<file path="src/rtl/video_frame_rx_pkg.sv">
// Shared types and constants for the video frame receiver.
// Holds the FSM encoding, control-word field offsets and the default geometry limit.
package video_frame_rx_pkg;

    typedef enum logic {
        WAIT_CTRL = 1'b0,
        ACTIVE    = 1'b1
    } state_t;

    localparam int CTRL_W     = 36;
    localparam int WIDTH_MSB  = 35;
    localparam int WIDTH_LSB  = 20;
    localparam int HEIGHT_MSB = 19;
    localparam int HEIGHT_LSB = 4;
    localparam int PAD_MSB    = 3;
    localparam int PAD_LSB    = 0;

    localparam logic [15:0] MAX_DIM = 16'd4096;

    // A control word is usable only with non-zero, in-range
    // dimensions and a zero pad nibble.
    function automatic logic ctrl_ok(
        input logic [CTRL_W-1:0] word,
        input logic [15:0]       max_dim
    );
        logic [15:0] w;
        logic [15:0] h;
        logic [3:0]  pad;
        w   = word[WIDTH_MSB:WIDTH_LSB];
        h   = word[HEIGHT_MSB:HEIGHT_LSB];
        pad = word[PAD_MSB:PAD_LSB];
        return (w != 16'd0) && (h != 16'd0) &&
               (w <= max_dim) && (h <= max_dim) &&
               (pad == 4'h0);
    endfunction

endpackage

</file>
<file path="src/rtl/video_frame_rx_if.sv">
// Bundle of the control, sink and source stream signals of video_frame_rx.
// master: traffic generator / downstream side; slave: the receiver itself.
interface video_frame_rx_if #(
    parameter int DW = 8
);
    logic [35:0]   ctrl_in_data;
    logic          ctrl_in_valid;

    logic [DW-1:0] sink_video_data;
    logic          sink_video_valid;
    logic          sink_video_ready;

    logic [DW-1:0] source_video_data;
    logic          source_video_valid;
    logic          source_video_ready;
    logic          source_sof;
    logic          source_eol;
    logic          source_eof;

    modport master (
        output ctrl_in_data,
        output ctrl_in_valid,
        output sink_video_data,
        output sink_video_valid,
        input  sink_video_ready,
        input  source_video_data,
        input  source_video_valid,
        output source_video_ready,
        input  source_sof,
        input  source_eol,
        input  source_eof
    );

    modport slave (
        input  ctrl_in_data,
        input  ctrl_in_valid,
        input  sink_video_data,
        input  sink_video_valid,
        output sink_video_ready,
        output source_video_data,
        output source_video_valid,
        input  source_video_ready,
        output source_sof,
        output source_eol,
        output source_eof
    );
endinterface

</file>
<file path="src/rtl/video_frame_rx_raster_cnt.sv">
// Raster position counter: x runs 0..width-1, y runs 0..height-1.
// Ports: clk, rst, en (advance), width, height -> x, y, sof, eol, eof.
module raster_cnt (
    input  logic        clk,
    input  logic        rst,
    input  logic        en,
    input  logic [15:0] width,
    input  logic [15:0] height,
    output logic [15:0] x,
    output logic [15:0] y,
    output logic        sof,
    output logic        eol,
    output logic        eof
);

    assign sof = (x == 16'd0) && (y == 16'd0);
    assign eol = (x == width - 16'd1);
    assign eof = eol && (y == height - 16'd1);

    always_ff @(posedge clk or posedge rst) begin
        if (rst) begin
            x <= 16'd0;
            y <= 16'd0;
        end else if (en) begin
            if (eol) begin
                x <= 16'd0;
                y <= eof ? 16'd0 : y + 16'd1;
            end else begin
                x <= x + 16'd1;
            end
        end
    end

endmodule

</file>
<file path="src/rtl/video_frame_rx.sv">
// Video frame receiver: tags a raster pixel stream with sof/eol/eof.
// Ports: clk, rst, bus (ctrl/sink/source streams), frame_done, err_ctrl,
// err_early_ctrl, frame_count, busy.
module video_frame_rx
    import video_frame_rx_pkg::*;
#(
    parameter int          DW      = 8,
    parameter logic [15:0] MAX_DIM = video_frame_rx_pkg::MAX_DIM
) (
    input  logic               clk,
    input  logic               rst,
    video_frame_rx_if.slave    bus,
    output logic               frame_done,
    output logic               err_ctrl,
    output logic               err_early_ctrl,
    output logic [15:0]        frame_count,
    output logic               busy
);

    state_t        state_q;
    state_t        state_d;

    logic [15:0]   width_q;
    logic [15:0]   height_q;
    logic          pend_q;
    logic [15:0]   pend_w_q;
    logic [15:0]   pend_h_q;

    logic [DW-1:0] src_data_q;
    logic          src_valid_q;
    logic          sof_q;
    logic          eol_q;
    logic          eof_q;

    logic [15:0]   ctrl_w;
    logic [15:0]   ctrl_h;
    logic          ctrl_good;
    logic          ctrl_bad;
    logic          sink_ready;
    logic          accept;
    logic          at_origin;

    logic [15:0]   x;
    logic [15:0]   y;
    logic          sof;
    logic          eol;
    logic          eof;

    logic          geo_ld;
    logic [15:0]   geo_w;
    logic [15:0]   geo_h;
    logic          pend_set;
    logic          pend_clr;
    logic          early;

    assign ctrl_w    = bus.ctrl_in_data[WIDTH_MSB:WIDTH_LSB];
    assign ctrl_h    = bus.ctrl_in_data[HEIGHT_MSB:HEIGHT_LSB];
    assign ctrl_good = bus.ctrl_in_valid &&  ctrl_ok(bus.ctrl_in_data, MAX_DIM);
    assign ctrl_bad  = bus.ctrl_in_valid && !ctrl_ok(bus.ctrl_in_data, MAX_DIM);

    // The output register can take a new pixel when it is empty
    // or being drained this cycle.
    assign sink_ready = (state_q == ACTIVE) &&
                        (!src_valid_q || bus.source_video_ready);
    assign accept     = bus.sink_video_valid && sink_ready;
    assign at_origin  = (x == 16'd0) && (y == 16'd0);

    assign bus.sink_video_ready   = sink_ready;
    assign bus.source_video_data  = src_data_q;
    assign bus.source_video_valid = src_valid_q;
    assign bus.source_sof         = sof_q;
    assign bus.source_eol         = eol_q;
    assign bus.source_eof         = eof_q;
    assign busy                   = (state_q == ACTIVE);

    raster_cnt u_raster_cnt (
        .clk    (clk),
        .rst    (rst),
        .en     (accept),
        .width  (width_q),
        .height (height_q),
        .x      (x),
        .y      (y),
        .sof    (sof),
        .eol    (eol),
        .eof    (eof)
    );

    always_comb begin
        state_d  = state_q;
        geo_ld   = 1'b0;
        geo_w    = width_q;
        geo_h    = height_q;
        pend_set = 1'b0;
        pend_clr = 1'b0;
        early    = 1'b0;
        unique case (state_q)
            WAIT_CTRL: begin
                if (ctrl_good) begin
                    state_d = ACTIVE;
                    geo_ld  = 1'b1;
                    geo_w   = ctrl_w;
                    geo_h   = ctrl_h;
                end
            end
            ACTIVE: begin
                // A word arriving with the closing pixel is newer
                // than any pending one, so it wins for the next frame.
                if (accept && eof) begin
                    if (ctrl_good) begin
                        geo_ld   = 1'b1;
                        geo_w    = ctrl_w;
                        geo_h    = ctrl_h;
                        pend_clr = 1'b1;
                    end else if (pend_q) begin
                        geo_ld   = 1'b1;
                        geo_w    = pend_w_q;
                        geo_h    = pend_h_q;
                        pend_clr = 1'b1;
                    end
                end else if (ctrl_good) begin
                    if (at_origin && !accept) begin
                        geo_ld   = 1'b1;
                        geo_w    = ctrl_w;
                        geo_h    = ctrl_h;
                        pend_clr = 1'b1;
                    end else begin
                        early    = 1'b1;
                        pend_set = 1'b1;
                    end
                end
            end
            default: state_d = WAIT_CTRL;
        endcase
    end

    always_ff @(posedge clk or posedge rst) begin
        if (rst) begin
            state_q  <= WAIT_CTRL;
            width_q  <= 16'd0;
            height_q <= 16'd0;
        end else begin
            state_q <= state_d;
            if (geo_ld) begin
                width_q  <= geo_w;
                height_q <= geo_h;
            end
        end
    end

    always_ff @(posedge clk or posedge rst) begin
        if (rst) begin
            pend_q   <= 1'b0;
            pend_w_q <= 16'd0;
            pend_h_q <= 16'd0;
        end else if (pend_set) begin
            pend_q   <= 1'b1;
            pend_w_q <= ctrl_w;
            pend_h_q <= ctrl_h;
        end else if (pend_clr) begin
            pend_q   <= 1'b0;
        end
    end

    always_ff @(posedge clk or posedge rst) begin
        if (rst) begin
            src_data_q  <= '0;
            src_valid_q <= 1'b0;
            sof_q       <= 1'b0;
            eol_q       <= 1'b0;
            eof_q       <= 1'b0;
        end else if (accept) begin
            src_data_q  <= bus.sink_video_data;
            src_valid_q <= 1'b1;
            sof_q       <= sof;
            eol_q       <= eol;
            eof_q       <= eof;
        end else if (bus.source_video_ready) begin
            src_valid_q <= 1'b0;
            sof_q       <= 1'b0;
            eol_q       <= 1'b0;
            eof_q       <= 1'b0;
        end
    end

    always_ff @(posedge clk or posedge rst) begin
        if (rst) begin
            frame_done     <= 1'b0;
            err_ctrl       <= 1'b0;
            err_early_ctrl <= 1'b0;
            frame_count    <= 16'd0;
        end else begin
            frame_done     <= accept && eof;
            err_ctrl       <= ctrl_bad;
            err_early_ctrl <= early;
            if (accept && eof) begin
                frame_count <= frame_count + 16'd1;
            end
        end
    end

endmodule
</file>
<file path="src/flat_wrapper.sv">
// flat-port wrapper written by rule: the top's interface ports become plain ports
module video_frame_rx_flat import video_frame_rx_pkg::*;
#(
    parameter int          DW      = 8,
    parameter logic [15:0] MAX_DIM = video_frame_rx_pkg::MAX_DIM
)
  (clk, rst, frame_done, err_ctrl, err_early_ctrl, frame_count, busy, bus_ctrl_in_data, bus_ctrl_in_valid, bus_sink_video_data, bus_sink_video_valid, bus_sink_video_ready, bus_source_video_data, bus_source_video_valid, bus_source_video_ready, bus_source_sof, bus_source_eol, bus_source_eof);
  video_frame_rx_if #(.DW(DW)) bus_i ();
  input  logic clk;
  input  logic rst;
  output logic frame_done;
  output logic err_ctrl;
  output logic err_early_ctrl;
  output logic [15:0] frame_count;
  output logic busy;
  input wire logic [$bits(bus_i.ctrl_in_data)-1:0] bus_ctrl_in_data;
  input wire logic [$bits(bus_i.ctrl_in_valid)-1:0] bus_ctrl_in_valid;
  input wire logic [$bits(bus_i.sink_video_data)-1:0] bus_sink_video_data;
  input wire logic [$bits(bus_i.sink_video_valid)-1:0] bus_sink_video_valid;
  output wire logic [$bits(bus_i.sink_video_ready)-1:0] bus_sink_video_ready;
  output wire logic [$bits(bus_i.source_video_data)-1:0] bus_source_video_data;
  output wire logic [$bits(bus_i.source_video_valid)-1:0] bus_source_video_valid;
  input wire logic [$bits(bus_i.source_video_ready)-1:0] bus_source_video_ready;
  output wire logic [$bits(bus_i.source_sof)-1:0] bus_source_sof;
  output wire logic [$bits(bus_i.source_eol)-1:0] bus_source_eol;
  output wire logic [$bits(bus_i.source_eof)-1:0] bus_source_eof;
  assign bus_i.ctrl_in_data = bus_ctrl_in_data;
  assign bus_i.ctrl_in_valid = bus_ctrl_in_valid;
  assign bus_i.sink_video_data = bus_sink_video_data;
  assign bus_i.sink_video_valid = bus_sink_video_valid;
  assign bus_sink_video_ready = bus_i.sink_video_ready;
  assign bus_source_video_data = bus_i.source_video_data;
  assign bus_source_video_valid = bus_i.source_video_valid;
  assign bus_i.source_video_ready = bus_source_video_ready;
  assign bus_source_sof = bus_i.source_sof;
  assign bus_source_eol = bus_i.source_eol;
  assign bus_source_eof = bus_i.source_eof;
  video_frame_rx #(.DW(DW), .MAX_DIM(MAX_DIM)) u_core (.clk(clk), .rst(rst), .bus(bus_i), .frame_done(frame_done), .err_ctrl(err_ctrl), .err_early_ctrl(err_early_ctrl), .frame_count(frame_count), .busy(busy));
endmodule
</file>
<file path="config.mk">
export PLATFORM = sky130hd
export DESIGN_NAME = video_frame_rx_flat
export DESIGN_NICKNAME = d
export VERILOG_FILES = /design/src/rtl/video_frame_rx_pkg.sv /design/src/rtl/video_frame_rx_if.sv /design/src/rtl/video_frame_rx_raster_cnt.sv /design/src/rtl/video_frame_rx.sv /design/src/flat_wrapper.sv
export SDC_FILE = /design/constraint.sdc
export NUM_CORES = 1
export LEC_CHECK = 0
export CAP_MARGIN = 20
export CORE_AREA = 2 2 134 149
export CTS_CLUSTER_DIAMETER = 80
export DETAILED_ROUTE_END_ITERATION = 12
export DIE_AREA = 0 0 136 151
export SETUP_SLACK_MARGIN = 0.05
export SLEW_MARGIN = 20
export SYNTH_ARGS = -nofsm -noshare
export SYNTH_HDL_FRONTEND = slang
export SYNTH_HIERARCHICAL = 1
export SYNTH_SLANG_ARGS = --single-unit
</file>
<file path="constraint.sdc">
create_clock -name clk -period 4.35 [get_ports clk]
set_input_delay 0.435 -clock clk [delete_from_list [all_inputs] [get_ports clk]]
set_output_delay 0.435 -clock clk [all_outputs]
set_load 0.02 [all_outputs]
</file>
Word level (Yosys, flattened, before mapping)
Cells that the tools add are included.

Register bits: 129. Bits in latches: 0. RAM bits: 0. Bits in read-only memories: 0. Bits of input ports: 49. Memories: 0.

Add/subtract/negate cells: 5. Multipliers: 0. Divide/modulo/power cells: 0. Magnitude comparators: 2. Equal/unequal tests: 6. Shifts and indexed selects: 0. Muxes and demuxes: 36. Bitwise logic cells: 1. Reductions and logical operators: 25.

Operators with widths (number): $mux 16 (14); $pmux 16 s2 (2); $add 16x1->16 const B (3); $eq 16x16->1 (2); $le 16x13->1 const B (2); $logic_not 16->1 (2); $reduce_bool 16->1 (2); $sub 16x1->16 const B (2); $mux 1 (19); $logic_and 1x1->1 (12); $ne 3x3->1 const B (3); $reduce_and 5->1 (1); $logic_not 4->1 (1); $reduce_bool 2->1 (2); $logic_not 1->1 (3); $ne 2x1->1 const B (1); $pmux 1 s2 (1); $reduce_and 2->1 (1); $logic_or 1x1->1 (1); $not 1->1 (1).

Logic depth before layout (Yosys ltp)
Depth after elaboration: 12. Gate-level depth with buffers: 17. Gate-level depth less buffers: 15.

Cells and area by module
The synthesis kept the hierarchy.

Modules (own cells, without submodules): video_frame_rx (instances 1, cells an instance 364, area an instance 4471.8 µm², sequential area each 2427.3 µm²); raster_cnt (instances 1, cells an instance 381, area an instance 3029.2 µm², sequential area each 800.8 µm²).

Least setup slack after synthesis
OpenSTA, ideal clock, no wires.

Kind: register to register. From: reg u_core.height_q[0]. To: reg u_core.frame_count[15]. Arrival: 3788 ps. Path slack: 483 ps. Stages on the path, launching flop included: 18. Buffers on the path: 2. Period minus slack after synthesis: 3867 ps. Cell sequence: dfrtp_1 > inv_1 > ha_1 > or4b_1 > clkbuf_1 > or3b_1 > o22ai_1 > a211o_1 > nand4_1 > or4b_1 > clkbuf_1 > nor2_1 > nand2_2 > inv_2 > nand4_2 > or2_1 > nor3_1 > xor2_1.

Longest elaborated chain between the ends: 4.

RTL lines: start, declared (RTL line video_frame_rx.sv:24) `logic [15:0] height_q;`; start signal, assigned (RTL line video_frame_rx.sv:146) `height_q <= geo_h;`; $sub 16x1->16 (RTL line video_frame_rx_raster_cnt.sv:18) `assign eof = eol && (y == height - 16'd1);`; $eq 16x16->1 (RTL line video_frame_rx_raster_cnt.sv:18); $logic_and 1x1->1 (RTL line video_frame_rx_raster_cnt.sv:18); net u_core.eof (RTL line video_frame_rx.sv:47) `logic eof;`; $logic_and 1x1->1 (RTL line video_frame_rx.sv:196) `if (accept && eof) begin`; end signal, assigned (RTL line video_frame_rx.sv:197) `frame_count <= frame_count + 16'd1;`; end, declared (RTL line video_frame_rx.sv:16) `output logic [15:0] frame_count,`.

The timed path passes the listed nets, and every way through them passes these cells. A chain may end at the register's enable or synchronous reset.

Worst setup path after layout
From: reg u_core.height_q[0]. To: reg u_core.pend_w_q[11].

Longest elaborated chain between the ends: 6.

RTL lines: $sub 16x1->16 (RTL line video_frame_rx_raster_cnt.sv:18); $eq 16x16->1 (RTL line video_frame_rx_raster_cnt.sv:18); $logic_and 1x1->1 (RTL line video_frame_rx_raster_cnt.sv:18); net u_core.eof (RTL line video_frame_rx.sv:47); $logic_and 1x1->1 (RTL line video_frame_rx.sv:109) `if (accept && eof) begin`; $mux 1 (RTL line video_frame_rx.sv:109); $mux 1 (RTL line video_frame_rx.sv:97) `unique case (state_q)`; end signal, assigned (RTL line video_frame_rx.sv:158) `pend_w_q <= ctrl_w;`; end, declared (RTL line video_frame_rx.sv:26) `logic [15:0] pend_w_q;`.

The timed path passes the listed nets, and every way through them passes these cells.

==> flow_summary.html <==
<table>
<tr><th>Metric</th><th>Value</th></tr>
<tr><th colspan="2">Worst setup path</th></tr>
<tr><td>Category of the worst setup path launch point</td><td>register</td></tr>
<tr><td>Data arrival time of the worst path</td><td>around 4400 ps</td></tr>
<tr><td>Total number of cells along the worst setup path</td><td>13</td></tr>
<tr><td>CP Capture Type</td><td>register</td></tr>
<tr><td>WP data required</td><td>between 4000 and 5000 ps</td></tr>
<tr><td>Worst path top cell family by delay</td><td>simple AND/OR/NAND/NOR gates</td></tr>
<tr><td>Critical path buffers and inverters</td><td>1</td></tr>
<tr><td>Maximum fanout encountered on the critical timing path</td><td>28</td></tr>
<tr><td>Number of cells on the worst reg-to-reg path</td><td>13</td></tr>
<tr><td>Ordered cell list for the critical path</td><td>inv_1 &gt; ha_1 &gt; or4b_4 &gt; or3b_1 &gt; o22ai_1 &gt; a211o_1 &gt; nand4_1 &gt; or4b_1 &gt; nor2_1 &gt; nand2_2 &gt; o311a_1 &gt; nand2_4 &gt; mux2_2</td></tr>
<tr><td>Setup Crit Path Kind</td><td>reg -&gt; reg</td></tr>
<tr><td>Critical path's slowest cell</td><td>sky130_fd_sc_hd__or4b_1</td></tr>
<tr><td>Longest individual stage delay on the worst path</td><td>approximately 560 ps</td></tr>
<tr><th colspan="2">Status</th></tr>
<tr><td>Outcome</td><td>finished clean</td></tr>
<tr><th colspan="2">Logic synthesis</th></tr>
<tr><td>Most common cell in the netlist</td><td>sky130_fd_sc_hd__dfrtp_1</td></tr>
<tr><td>Portion of the post-synthesis area used by sequential elements</td><td>around 43%</td></tr>
<tr><td>Synthesized netlist cell count</td><td>around 750</td></tr>
<tr><td>Flops &amp; latches, synth</td><td>129</td></tr>
<tr><td>Area share of the largest cell type after synthesis</td><td>between 40% and 50%</td></tr>
<tr><td>Area share of xor/xnor cells in the synthesized design</td><td>roughly 7.6%</td></tr>
<tr><td>Number of synthesized flops with an enable pin</td><td>0</td></tr>
<tr><td>Combinational family with the most area after synthesis</td><td>simple AND/OR/NAND/NOR gates</td></tr>
<tr><td>Simple-Gate Fraction of Synth Area</td><td>about a quarter</td></tr>
<tr><td>Top cells by area, synth</td><td>sky130_fd_sc_hd__dfrtp_1 43%, sky130_fd_sc_hd__xnor2_1 4.7%, sky130_fd_sc_hd__mux2_4 4.6%</td></tr>
<tr><td>Per-instance average area after synthesis</td><td>10.1 µm²</td></tr>
<tr><td>Count of distinct cell types in the synthesized netlist</td><td>between 80 and 90</td></tr>
<tr><td>Ys async rst share</td><td>100%</td></tr>
<tr><td>Area leader, netlist</td><td>sky130_fd_sc_hd__dfrtp_1</td></tr>
<tr><td>Compound-gate portion of the synthesized area</td><td>between 10% and 20%</td></tr>
<tr><td>Primary flip-flop cell chosen by synthesis mapping</td><td>sky130_fd_sc_hd__dfrtp_1</td></tr>
<tr><td>Count of warnings emitted by yosys</td><td>6</td></tr>
<tr><td>Multiplexer fraction of the synthesized cell area</td><td>5.34%</td></tr>
<tr><td>Net count of the mapped netlist</td><td>about 800</td></tr>
<tr><td>Most used standard cells in the synthesized netlist</td><td>129 x sky130_fd_sc_hd__dfrtp_1, 65 x sky130_fd_sc_hd__nand2_1, 43 x sky130_fd_sc_hd__nor2_1</td></tr>
<tr><td>Cell area after technology mapping</td><td>7500 µm²</td></tr>
<tr><td>Post-synthesis adder-cell area fraction</td><td>between 1 and 1.5%</td></tr>
<tr><th colspan="2">Route</th></tr>
<tr><td>First-pass detailed-route iteration total</td><td>5</td></tr>
<tr><td>Detailed-route DRC error count</td><td>0</td></tr>
<tr><td>Initial DRC Count</td><td>between 300 and 400</td></tr>
<tr><td>Average wire per standard cell</td><td>17.0 µm</td></tr>
<tr><td>Per-cell via count in the routed design</td><td>5.71</td></tr>
<tr><td>ANT nets after route</td><td>0</td></tr>
<tr><td>Drt total wl</td><td>18,300 µm</td></tr>
<tr><td>Vias</td><td>6,157</td></tr>
<tr><th colspan="2">STA</th></tr>
<tr><td>Maximum clock skew at final layout</td><td>between 7 and 8 ps</td></tr>
<tr><td>Tightest Pin Transition</td><td>887 ps</td></tr>
<tr><td>Worst rel slew slack</td><td>40.9%</td></tr>
<tr><td>Worst Setup Slack, final</td><td>~270 ps</td></tr>
<tr><td>Post-layout min period</td><td>4080 ps</td></tr>
<tr><td>Hold Fails Final Rpt</td><td>0</td></tr>
<tr><td>RSZ-0062 raised after global routing</td><td>false</td></tr>
<tr><td>Worst hold slack across all endpoints</td><td>between 400 and 500 ps</td></tr>
<tr><td>Setup TNS</td><td>0 ps</td></tr>
<tr><td>Slew Viols, Final</td><td>0</td></tr>
<tr><td>FMAX</td><td>0.245 GHz</td></tr>
<tr><td>Final setup violation count</td><td>0</td></tr>
<tr><td>Post-route fraction of the period consumed by the critical path</td><td>roughly 94%</td></tr>
<tr><th colspan="2">Power and ir drop</th></tr>
<tr><td>Clock power frac</td><td>between 50% and 60%</td></tr>
<tr><td>Switching power share of the total</td><td>21.8%</td></tr>
<tr><td>Total net switching power</td><td>0.000606 W</td></tr>
<tr><td>Power, Total</td><td>0.00278 W</td></tr>
<tr><td>Combinational group share of total power</td><td>approximately 5.4%</td></tr>
<tr><td>Largest vdd supply drop</td><td>~0.00025 V</td></tr>
<tr><td>Internal portion of total power</td><td>around 0.0022 W</td></tr>
<tr><td>Relative contribution of sequential cells to total power</td><td>44.0%</td></tr>
<tr><td>LEAKAGE</td><td>4.05 nW</td></tr>
<tr><td>Total power divided by cell area</td><td>roughly 300 nW/µm²</td></tr>
<tr><th colspan="2">Global route</th></tr>
<tr><td>Initial antenna violation count</td><td>0</td></tr>
<tr><td>Via count of the first global-routing pass</td><td>~6k</td></tr>
<tr><td>Global routing usage summed across all routing layers</td><td>a little under a fifth</td></tr>
<tr><td>First-pass GRT wire length</td><td>30,600 µm</td></tr>
<tr><td>Total grt overflow</td><td>0</td></tr>
<tr><td>Pin count of the biggest net entering global routing</td><td>a little over 70</td></tr>
<tr><th colspan="2">Floorplanning</th></tr>
<tr><td>Area of the core region</td><td>between 15,000 and 20,000 µm²</td></tr>
<tr><td>Starting utilization of the core area</td><td>just under 40%</td></tr>
<tr><td>I/O pins</td><td>between 80 and 90</td></tr>
<tr><td>Horiz. Die Dim</td><td>136 µm</td></tr>
<tr><td>Total die area</td><td>around 21,000 µm²</td></tr>
<tr><td>DIE HEIGHT</td><td>151 µm</td></tr>
<tr><td>Total number of placement rows</td><td>53</td></tr>
<tr><th colspan="2">Cells and area</th></tr>
<tr><td>Final std cell area, no fill</td><td>between 9000 and 10,000 µm²</td></tr>
<tr><td>Layout filler cell count</td><td>about 1.7k</td></tr>
<tr><td>Final Net Count</td><td>between 800 and 900</td></tr>
<tr><td>Register Area</td><td>roughly 3200 µm²</td></tr>
<tr><td>Antenna Diode Count</td><td>0</td></tr>
<tr><td>Relative area change from synthesis to final layout</td><td>21.6%</td></tr>
<tr><td>Fraction of layout instances using a drive strength above 1</td><td>between 10% and 20%</td></tr>
<tr><td>Area taken by multi-input logic gates</td><td>about 3900 µm²</td></tr>
<tr><th colspan="2">Clock tree</th></tr>
<tr><td>Clk buf depth</td><td>2</td></tr>
<tr><td>Master cell of the clock root buffer</td><td>sky130_fd_sc_hd__clkbuf_16</td></tr>
<tr><td>Total number of H-tree levels</td><td>4</td></tr>
<tr><td>Number of post-CTS setup repair buffers</td><td>0</td></tr>
<tr><td>Clock tree from TritonCTS</td><td>done</td></tr>
<tr><td>Clock transition time at the flip-flop clock pins of the worst setup and hold paths</td><td>60 ps</td></tr>
<tr><td>Number of clock buffers inserted by TritonCTS</td><td>17</td></tr>
<tr><td>Num Clock Sinks</td><td>~130</td></tr>
<tr><td>Clock latency on the worst-skew pair</td><td>around 420 ps</td></tr>
<tr><th colspan="2">Placement</th></tr>
<tr><td>Worst slack after detailed placement</td><td>between 200 and 250 ps</td></tr>
<tr><td>Hpwl dp</td><td>~13,000 µm</td></tr>
<tr><td>Count of port buffers added during placement</td><td>between 80 and 90</td></tr>
<tr><td>Weighted congestion at the end of routability-driven global placement</td><td>0.882</td></tr>
<tr><td>Post-DP Area</td><td>~8500 µm²</td></tr>
<tr><th colspan="2">Min path</th></tr>
<tr><td>Hold Crit Depth</td><td>1</td></tr>
<tr><td>Worst min-delay path class</td><td>reg -&gt; reg</td></tr>
<tr><th colspan="2">Run</th></tr>
<tr><td>Max-capacitance violation count</td><td>0</td></tr>
</table>
==> stage by stage <==
stage                     util [%]  std cells
final                         48.1       1079
after global routing          48.1       1079
after CTS                     48.1       1079
after detailed placement      44.9       1047
after global placement        44.9       1047
after floorplan                  -        745
==> worst reg2reg max path, stage by stage (launching register included) <==
cell and delay, ps:
sky130_fd_sc_hd__dfrtp_1 450, sky130_fd_sc_hd__inv_1 90, sky130_fd_sc_hd__ha_1 200, sky130_fd_sc_hd__or4b_4 530, sky130_fd_sc_hd__or3b_1 380, sky130_fd_sc_hd__o22ai_1 140
sky130_fd_sc_hd__a211o_1 140, sky130_fd_sc_hd__nand4_1 140, sky130_fd_sc_hd__or4b_1 560, sky130_fd_sc_hd__nor2_1 160, sky130_fd_sc_hd__nand2_2 150, sky130_fd_sc_hd__o311a_1 220
sky130_fd_sc_hd__nand2_4 410, sky130_fd_sc_hd__mux2_2 400
==> path summary, 6_finish.rpt <==
kind | slack (ps) | from | to
max in group asynchronous | 2830 | rst | u_core/pend_w_q[14]$_DFFE_PP0P_
worst min-delay path | 470 | u_core/frame_count[15]$_DFFE_PP0P_ | u_core/frame_count[15]$_DFFE_PP0P_
worst max register to register | 270 | u_core/height_q[0]$_DFFE_PP0P_ | u_core/pend_w_q[11]$_DFFE_PP0P_
min in group asynchronous | 510 | rst | u_core/u_raster_cnt/y[4]$_DFFE_PP0P_
worst min register to register | 470 | u_core/frame_count[15]$_DFFE_PP0P_ | u_core/frame_count[15]$_DFFE_PP0P_
worst max-delay path | 270 | u_core/height_q[0]$_DFFE_PP0P_ | u_core/pend_w_q[11]$_DFFE_PP0P_
==> repair_timing <==
action,CTS,global route
resized for setup,0,2
hold buffers,0,0
endpoints found under the setup margin,0,29
==> cell families after synthesis <==
group | Yosys count
AO/OA/AOI/OAI | 129
XOR/XNOR | 65
adder cells (fa/ha/maj) | 7
buffers and inverters | 71
flip-flops | 129
multiplexers | 28
AND/OR/NAND/NOR | 316
==> placed cells by master, fill, tap and decap left out, types with 8 or more instances in the layout <==
| cell | synthesis | routed |
|---|---|---|
| sky130_fd_sc_hd__dfrtp_1 | 129 | 129 |
| sky130_fd_sc_hd__clkdlybuf4s50_1 | 0 | 81 |
| sky130_fd_sc_hd__nand2_1 | 65 | 65 |
| sky130_fd_sc_hd__nor2_1 | 43 | 43 |
| sky130_fd_sc_hd__xnor2_1 | 40 | 40 |
| sky130_fd_sc_hd__a31oi_1 | 30 | 30 |
| sky130_fd_sc_hd__o2bb2ai_1 | 29 | 29 |
| sky130_fd_sc_hd__nor4_1 | 28 | 28 |
| sky130_fd_sc_hd__inv_1 | 27 | 26 |
| sky130_fd_sc_hd__xor2_1 | 25 | 25 |
| sky130_fd_sc_hd__o21ai_0 | 23 | 23 |
| sky130_fd_sc_hd__mux2_4 | 23 | 23 |
| sky130_fd_sc_hd__nand3_1 | 22 | 22 |
| sky130_fd_sc_hd__and4_1 | 22 | 22 |
| sky130_fd_sc_hd__nand4_1 | 19 | 19 |
| sky130_fd_sc_hd__nor3_1 | 19 | 18 |
| sky130_fd_sc_hd__clkbuf_16 | 0 | 17 |
| sky130_fd_sc_hd__buf_4 | 1 | 17 |
| sky130_fd_sc_hd__and3_1 | 12 | 12 |
| sky130_fd_sc_hd__and2_1 | 11 | 11 |
| sky130_fd_sc_hd__a22o_1 | 8 | 8 |
| sky130_fd_sc_hd__nand2b_1 | 8 | 8 |
==> registers in the layout (all words and copies together) (netlist names) <==
signal                         count
u_core/pend_w_q                   16
u_core/frame_done                  1
u_core/err_early_ctrl              1
u_core/bus.source_eof              1
u_core/bus.source_eol              1
u_core/err_ctrl                    1
u_core/height_q                   16
u_core/width_q                    16
u_core/pend_h_q                   16
u_core/bus.source_video_valid      1
u_core/pend_q                      1
u_core/u_raster_cnt/x             16
u_core/u_raster_cnt/y             16
u_core/bus.source_sof              1
u_core/bus.source_video_data       8
u_core/busy                        1
u_core/frame_count                16
==> power groups by stage <==
stage,clock [W],combinational [W],sequential (W)
detailed placement,0,0.000152,0.00124
global placement,0,0.000149,0.00124
CTS,0.00143,0.000153,0.00122
floorplan,0,0.0000658,0.00124
finish,0.00140,0.000150,0.00122
global route,0.00149,0.000167,0.00122
==> cell type report <==
class / count / area share [%]
Clock buffer: 24 / 5.72
Timing Repair Buffer: 98 / 10.3
Tap cell: 247 / 3.39
Sequential cell: 129 / 35.4
Clock inverter: 8 / 0.823
Inverter: 28 / 1.21
Multi-Input combinational cell: 545 / 43.2
==> per-layer routing <==
layer	global-route usage (%)	vias to the layer above	part of all wire, %
li1	-	2920	-
met1	25.5	3027	48
met2	30.0	176	46
met3	3.18	34	4.3
met4	5.94	0	1.8
met5	0	-	0
Power figures use the tool's default switching activity.
